`src/rtl/imuldiv_muldiv_dispatch.sv`:
```
// Mul/div front-end: accepts one request at a time, issues it to the
// iterative multiplier or divider, and returns the selected 32-bit result.
module imuldiv_muldiv_dispatch #(
  parameter logic [31:0] p_illegal_result = 32'h0000_0000
) (
  input  logic        clk,
  input  logic        reset,

  input  logic [2:0]  muldivreq_msg_fn,
  input  logic [31:0] muldivreq_msg_a,
  input  logic [31:0] muldivreq_msg_b,
  input  logic        muldivreq_val,
  output logic        muldivreq_rdy,

  output logic [31:0] muldivresp_msg_result,
  output logic        muldivresp_msg_illegal,
  output logic        muldivresp_val,
  input  logic        muldivresp_rdy,

  output logic [31:0] mulreq_msg_a,
  output logic [31:0] mulreq_msg_b,
  output logic        mulreq_val,
  input  logic        mulreq_rdy,

  input  logic [63:0] mulresp_msg_result,
  input  logic        mulresp_val,
  output logic        mulresp_rdy,

  output logic        divreq_msg_fn,
  output logic [31:0] divreq_msg_a,
  output logic [31:0] divreq_msg_b,
  output logic        divreq_val,
  input  logic        divreq_rdy,

  input  logic [63:0] divresp_msg_result,
  input  logic        divresp_val,
  output logic        divresp_rdy
);

  typedef enum logic [1:0] {
    IDLE  = 2'd0,
    ISSUE = 2'd1,
    WAIT  = 2'd2,
    RESP  = 2'd3
  } state_t;

  state_t      state;
  state_t      state_next;

  logic [2:0]  fn_reg;
  logic [31:0] a_reg;
  logic [31:0] b_reg;
  logic [31:0] result_reg;
  logic        illegal_reg;

  logic        is_mul;
  logic        is_div;
  logic        is_rem;
  logic        req_illegal;

  // Unit selection is decoded from the registered fn only, so unit-side
  // handshakes never depend combinationally on the incoming request.
  assign is_mul      = (fn_reg == 3'd0) || (fn_reg == 3'd1);
  assign is_div      = (fn_reg >= 3'd2) && (fn_reg <= 3'd5);
  assign is_rem      = (fn_reg == 3'd4) || (fn_reg == 3'd5);
  assign req_illegal = (muldivreq_msg_fn >= 3'd6);

  assign mulreq_msg_a          = a_reg;
  assign mulreq_msg_b          = b_reg;
  assign divreq_msg_a          = a_reg;
  assign divreq_msg_b          = b_reg;
  assign divreq_msg_fn         = (fn_reg == 3'd2) || (fn_reg == 3'd4);
  assign muldivresp_msg_result = result_reg;
  assign muldivresp_msg_illegal = illegal_reg;

  // State register; reset abandons any operation in flight.
  always_ff @(posedge clk) begin
    if (reset) begin
      state <= IDLE;
    end else begin
      state <= state_next;
    end
  end

  // Request capture in IDLE, result capture in WAIT, illegal flag cleared on hand-off.
  always_ff @(posedge clk) begin
    if (reset) begin
      fn_reg      <= 3'd0;
      a_reg       <= 32'd0;
      b_reg       <= 32'd0;
      result_reg  <= 32'd0;
      illegal_reg <= 1'b0;
    end else begin
      case (state)
        IDLE: begin
          if (muldivreq_val) begin
            fn_reg <= muldivreq_msg_fn;
            a_reg  <= muldivreq_msg_a;
            b_reg  <= muldivreq_msg_b;
            if (req_illegal) begin
              result_reg  <= p_illegal_result;
              illegal_reg <= 1'b1;
            end
          end
        end
        WAIT: begin
          if (is_mul && mulresp_val) begin
            result_reg <= (fn_reg == 3'd1) ? mulresp_msg_result[63:32]
                                           : mulresp_msg_result[31:0];
          end else if (is_div && divresp_val) begin
            result_reg <= is_rem ? divresp_msg_result[63:32]
                                 : divresp_msg_result[31:0];
          end
        end
        RESP: begin
          if (muldivresp_rdy) begin
            illegal_reg <= 1'b0;
          end
        end
        default: begin
        end
      endcase
    end
  end

  // Next-state and handshake decode; only the selected unit ever sees val or rdy.
  always_comb begin
    state_next     = state;
    muldivreq_rdy  = 1'b0;
    muldivresp_val = 1'b0;
    mulreq_val     = 1'b0;
    mulresp_rdy    = 1'b0;
    divreq_val     = 1'b0;
    divresp_rdy    = 1'b0;
    case (state)
      IDLE: begin
        muldivreq_rdy = 1'b1;
        if (muldivreq_val) begin
          state_next = req_illegal ? RESP : ISSUE;
        end
      end
      ISSUE: begin
        if (is_mul) begin
          mulreq_val = 1'b1;
          if (mulreq_rdy) begin
            state_next = WAIT;
          end
        end else if (is_div) begin
          divreq_val = 1'b1;
          if (divreq_rdy) begin
            state_next = WAIT;
          end
        end
      end
      WAIT: begin
        if (is_mul) begin
          mulresp_rdy = 1'b1;
          if (mulresp_val) begin
            state_next = RESP;
          end
        end else if (is_div) begin
          divresp_rdy = 1'b1;
          if (divresp_val) begin
            state_next = RESP;
          end
        end
      end
      RESP: begin
        muldivresp_val = 1'b1;
        if (muldivresp_rdy) begin
          state_next = IDLE;
        end
      end
      default: begin
        state_next = IDLE;
      end
    endcase
  end

endmodule

```
`config.mk`:
```
export PLATFORM = sky130hd
export DESIGN_NAME = imuldiv_muldiv_dispatch
export DESIGN_NICKNAME = d
export VERILOG_FILES = /design/src/rtl/imuldiv_muldiv_dispatch.sv
export SDC_FILE = /design/constraint.sdc
export NUM_CORES = 1
export LEC_CHECK = 0
export BUFFER_PORTS_ARGS = -buffer_cell sky130_fd_sc_hd__clkbuf_2
export CELL_PAD_IN_SITES_DETAIL_PLACEMENT = 0
export CELL_PAD_IN_SITES_GLOBAL_PLACEMENT = 1
export CORE_UTILIZATION = 25
export DETAILED_ROUTE_END_ITERATION = 8
export GPL_TIMING_DRIVEN = 0
export PLACE_DENSITY_LB_ADDON = 0.1
export SLEW_MARGIN = 20
export SYNTH_ARGS = -nofsm -noshare
export SYNTH_HDL_FRONTEND = slang
export SYNTH_SLANG_ARGS = --single-unit
```
`constraint.sdc`:
```
create_clock -name clk -period 1.5 [get_ports clk]
set_input_delay 0.15 -clock clk [delete_from_list [all_inputs] [get_ports clk]]
set_output_delay 0.15 -clock clk [all_outputs]
set_load 0.02 [all_outputs]
```
## Yosys cells after proc, flatten, opt, wreduce, memory -nomap -nowiden

Cells that the tools add are included.

- Register bits: 102
- Latch bits: 0
- RAM bits: 0
- Memory bits (read-only): 0
- Input bits: 203
- Output and inout bits: 168
- Logic and storage cells: 72
- Memories: 0

- Add/sub/neg operators: 0
- Multipliers: 0
- Divide/modulo/power cells: 0
- Magnitude comparators: 3
- Equality and inequality tests: 17
- Shifts and indexed selects: 0
- Multiplexer cells: 32
- Bitwise gates (word level): 0
- Reductions and logical operators: 14

Operators by type and width:

| operator | number |
|---|---|
| two-way mux 32 bit | 6 |
| case mux 32 bit (2 select lines) | 1 |
| two-way mux 2 bit | 11 |
| inequality test 3 bit, second input constant | 7 |
| two-way mux 1 bit | 12 |
| case mux 2 bit (4 select lines) | 1 |
| AND reduction 4 bit | 2 |
| AND reduction 8 bit | 1 |
| == test 3 bit, second input constant | 2 |
| inequality test 2 bit, second input constant | 3 |
| == test 2 bit, second input constant | 2 |
| nonzero test 2 bit | 2 |
| == test 3 x 1 -> 1 bit, second input constant | 1 |
| == test 3 x 2 -> 1 bit, second input constant | 1 |
| greater-or-equal comparator 3 x 2 -> 1 bit, second input constant | 1 |
| greater-or-equal comparator 3 bit, second input constant | 1 |
| <= comparator 3 bit, second input constant | 1 |
| logical AND 1 bit | 3 |
| zero test 3 bit | 1 |
| logical OR 1 bit | 3 |
| == test 2 x 1 -> 1 bit, second input constant | 1 |
| zero test 2 bit | 1 |
| case mux 1 bit (2 select lines) | 1 |
| AND reduction 2 bit | 1 |

## Logic depth before layout (Yosys ltp)

- Depth in word-level cells: 6
- Mapped depth: 9
- Depth with buffers taken out: 6

## Worst setup path before layout

OpenSTA, ideal clock, no wires.

- Path type: flip-flop to flip-flop
- Start: register state[0]
- End: register a_reg[24], in the netlist divreq_msg_a[24]
- Library setup time: 0.070 ns
- Data arrival time: 1.645 ns
- Setup slack: -0.215 ns
- Cell stages (with the launch flop): 10
- Cells stage by stage: dfxtp_1 inv_1 ha_1 buf_2 and2_1 clkbuf_1 buf_2 buf_2 nand2_1 a21oi_1

- Word-level cells in the longest chain between the ends: 2

RTL lines:

| what | line | text |
|---|---|---|
| from (decl) | 47 | `state_t state;` |
| from (signal assigned) | 81 | `state <= state_next;` |
| zero test 2 bit | 94 | `case (state)` |
| AND reduction 2 bit (no source line) | -- |  |
| to (signal assigned) | 98 | `a_reg <= muldivreq_msg_a;` |
| to (decl) | 51 | `logic [31:0] a_reg;` |

Every way passes these cells.
A chain may end at the register's enable or synchronous reset.

## Worst setup path in the final report

- Start: register state[0]
- End: register state[0]

- Word-level cells in the longest chain between the ends: 3
- Elaborated cells on any way between the ends: 14
- Those cells by class: eq/ne (11); mux (1); reduce/logical (2)

RTL lines:

| what | line | text |
|---|---|---|
| == test 2 x 1 -> 1 bit (tied with other cells) | 135 | `case (state)` |
| inequality test 3 bit (no source line) or inequality test 2 bit (tied branches) | -- |  |
| AND reduction 8 bit (no source line) | -- |  |

Parallel ways exist; a longest one is shown, timed or not.

==> metrics.cfg <==
[cts]
cts.htree.levels = 3
cts.path.max_buffers = 2
clkTransAtPathRegs_ns = 0.08
cts_buffers = 9
clock_tree.root_cell = clkbuf_16
cts_tree = built
worstSkewPairLatency_ns = 0.35
cts_sinks = 102

[critical_path]
crit_buf_inv = 1
critPathMaxFanout = 7
cp_data_required_time_ns = 1.75
crit_chain = inv_4, ha_4, o21a_1, o31ai_4, a41oi_2, a311oi_1
r2r-end = state[0]
crit_arrival_ns = 1.80
ff2ff_setup_slack_ns = -0.05
critPathLaunchType = flip-flop
crit_type = reg -> reg
critPathMaxStageDelay_ns = 0.39
r2r-start = state[0]
end_kind = flip-flop
crit_path_top_delay_cell = dfxtp_4
critPathTopFamily = compound AO/OA/AOI/OAI gates
reg2reg_depth = 6

[detailed_routing]
vias = 5503
wl_per_cell_um = 14.13
via_per_inst = 4.236
final_antenna_net_count = 0
drtIter0Drc = 143
drc_errors = 0
drt_first_pass_iters = 4
totalWireLength_um = 18360

[placement]
hpwl_um = 14610
dp_cells = 1266
numPortBuffers = 369
pre_cts_slack_ns = -0.2954
place_congestion = 0.7368

[synthesis]
synth_cells = 627
yosys-top-cells-area = dfxtp_1 (40%), nand2_1 (15%), mux2i_1 (13%)
ys_ff_latch = 102
synth.yosys.seq_area_share_pct = 39.54
syn-num-nets = 834
async_reset_ff_share_pct = 0
yosys.area.top_type = dfxtp_1
synth_top_area_share_pct = 39.54
netlist_area_um2 = 5164
synth_ff_type = dfxtp_1
yosys_warnings = 0
avgSynthCellArea_um2 = 8.236
yosysUniqueCellTypes = 26
synth_edf_count = 0

[sta]
setup_viol_count_final = 18
period_needed_ns = 1.546
grt_setup_unrepaired = true
fmax_ghz = 0.6467
clock_skew_ns = 0.008740
hold_viol = 0
final_max_slew_viol_count = 0
period_share_pct = 103.1
slew-limit-headroom_pct = 63.73
setup_tns_ns = -0.2264
setup_ws_ns = -0.04639
worst_slew_pin_slew_ns = 0.5440

[power]
ir_worst_vdd_mv = 0.5274
pwr_density_cell_nw_per_um2 = 1389
p_leak_nw = 4.227

[global_route]
grt_pass1_wl_um = 28380
met3_usage_pct = 4.389
grt_most_used_layer = met2
grt-ovfl-total = 0
met1_usage_pct = 19.26
grt_max_degree = 19
use_met2_pct = 31.22
grt_pass1_vias = 5337
grt_use_total_pct = 17.04
antenna_found_initial = 0

[final_layout]
drive_gt1_share_pct = 50.53
seqCellArea_um2 = 2054
multi_input_area_um2 = 2531
instances_no_fill = 1299
utilization_pct = 40.36
n_antenna_cell = 0
nFillCells = 2184
fin_nets = 1231
area_growth_pct = 58.15

[die]
ios = 371
rows = 52
dieArea_um2 = 21230
initial_core_util_pct = 25.52
die_h_um = 145.7
dieWidth_um = 145.7
coreArea_um2 = 20230

[min_path]
min_path_type = in -> reg
holdPathStages = 3
min_from = muldivreq_msg_b[22]
min_to = divreq_msg_b[22]

[status]
violations = negative setup slack
status = finished with violations

[flow_run]
drv_cap = 0

==> power breakdown <==
part	internal, W	switching [W]	total (W)
clock network	0.00132	0.00112	0.00244
registers	0.00317	0.000386	0.00356
logic	0.00233	0.00301	0.00534
==> layout by cell type (no fill, tap or decap), drive strengths merged, types with 2 or more instances in the layout <==
| master | count |
|---|---|
| clkbuf | 396 |
| nand2 | 204 |
| dfxtp | 102 |
| buf | 96 |
| a21oi | 69 |
| mux2i | 66 |
| a32o | 32 |
| dlygate4sd3 | 14 |
| inv | 8 |
| and2 | 7 |
| nor2b | 5 |
| ha | 4 |
| clkinv | 4 |
| nor2 | 3 |
| o21ai | 3 |
| nand2b | 2 |
| o22ai | 2 |
| a311oi | 2 |
| a22oi | 2 |
| a41oi | 2 |
==> worst register-to-register path, delay by kind of cell, from the launching register on <==
| kind | cells | cell delay (ns) |
|---|---|---|
| compound gates | 4 | 0.82 |
| fa+ha+maj | 1 | 0.18 |
| buf+inv | 1 | 0.05 |
| flops | 1 | 0.39 |
==> worst max-delay path by stage <==
stage	startpoint	end	slack, ns	depth (start not counted)
floorplan	state[0]	divreq_msg_a[0]	0.005	8
global route	state[0]	state[1]	-0.13	6
detailed placement	state[0]	divreq_msg_b[24]	-0.30	8
finish	state[0]	state[0]	-0.05	6
global placement	state[0]	divreq_msg_b[8]	-0.28	8
CTS	fn_reg[1]	muldivresp_msg_result[25]	-0.06	6
==> metal layers <==
layer  routed length, um  part of all wire [%]
met1                7453                    41
met2                9465                    52
met3                1239                   6.7
met4                 198                   1.1
met5                   0                     0
==> synth_stat cells, types with 5 or more instances <==
| cell type | instances |
|---|---|
| mux2i_1 | 66 |
| inv_1 | 6 |
| buf_4 | 68 |
| a32o_1 | 32 |
| buf_2 | 17 |
| nand2_1 | 204 |
| buf_6 | 5 |
| nor2b_1 | 5 |
| and2_1 | 7 |
| clkbuf_1 | 21 |
| a21oi_1 | 69 |
| dfxtp_1 | 102 |
==> kinds of logic after synthesis <==
group	synth area share [%]
AOI/OAI and AO/OA	14.93
xor gates and xnor gates	0.1696
buffers and inverters	14.59
muxes	12.79
and+or+nand+nor	17.01
adders and majority gates	0.9693
DFF	39.54
==> area by class of cell <==
type	instances	share of cell area, %
multi-input combinational	408	30.99
timing repair buffer	391	25.19
sequential	102	25.16
buffer	106	10.43
tap	270	4.137
clock buffer	9	2.758
clock inverter	7	0.9959
inverter	6	0.3371
==> stage by stage <==
stage | area (um^2) | total power (W) | hold WS, ns
after floorplan | 5206 | 0.006838 | 0.2860
after global placement | 7391 | 0.008533 | 0.3764
after detailed placement | 7391 | 0.008513 | 0.3791
after CTS | 8073 | 0.01142 | 0.00006709
after global routing | 8167 | 0.01210 | 0.01059
final | 8167 | 0.01134 | 0.01026
==> repair_timing <==
action	CTS	global route
hold buffers	14	0
setup buffers	6	3
gates resized for setup	68	21
endpoints found under the setup margin	100	82
endpoints found under the hold margin	14	0
gates cloned	0	0
pin swaps	7	3
(Power assumes the default switching activity.)
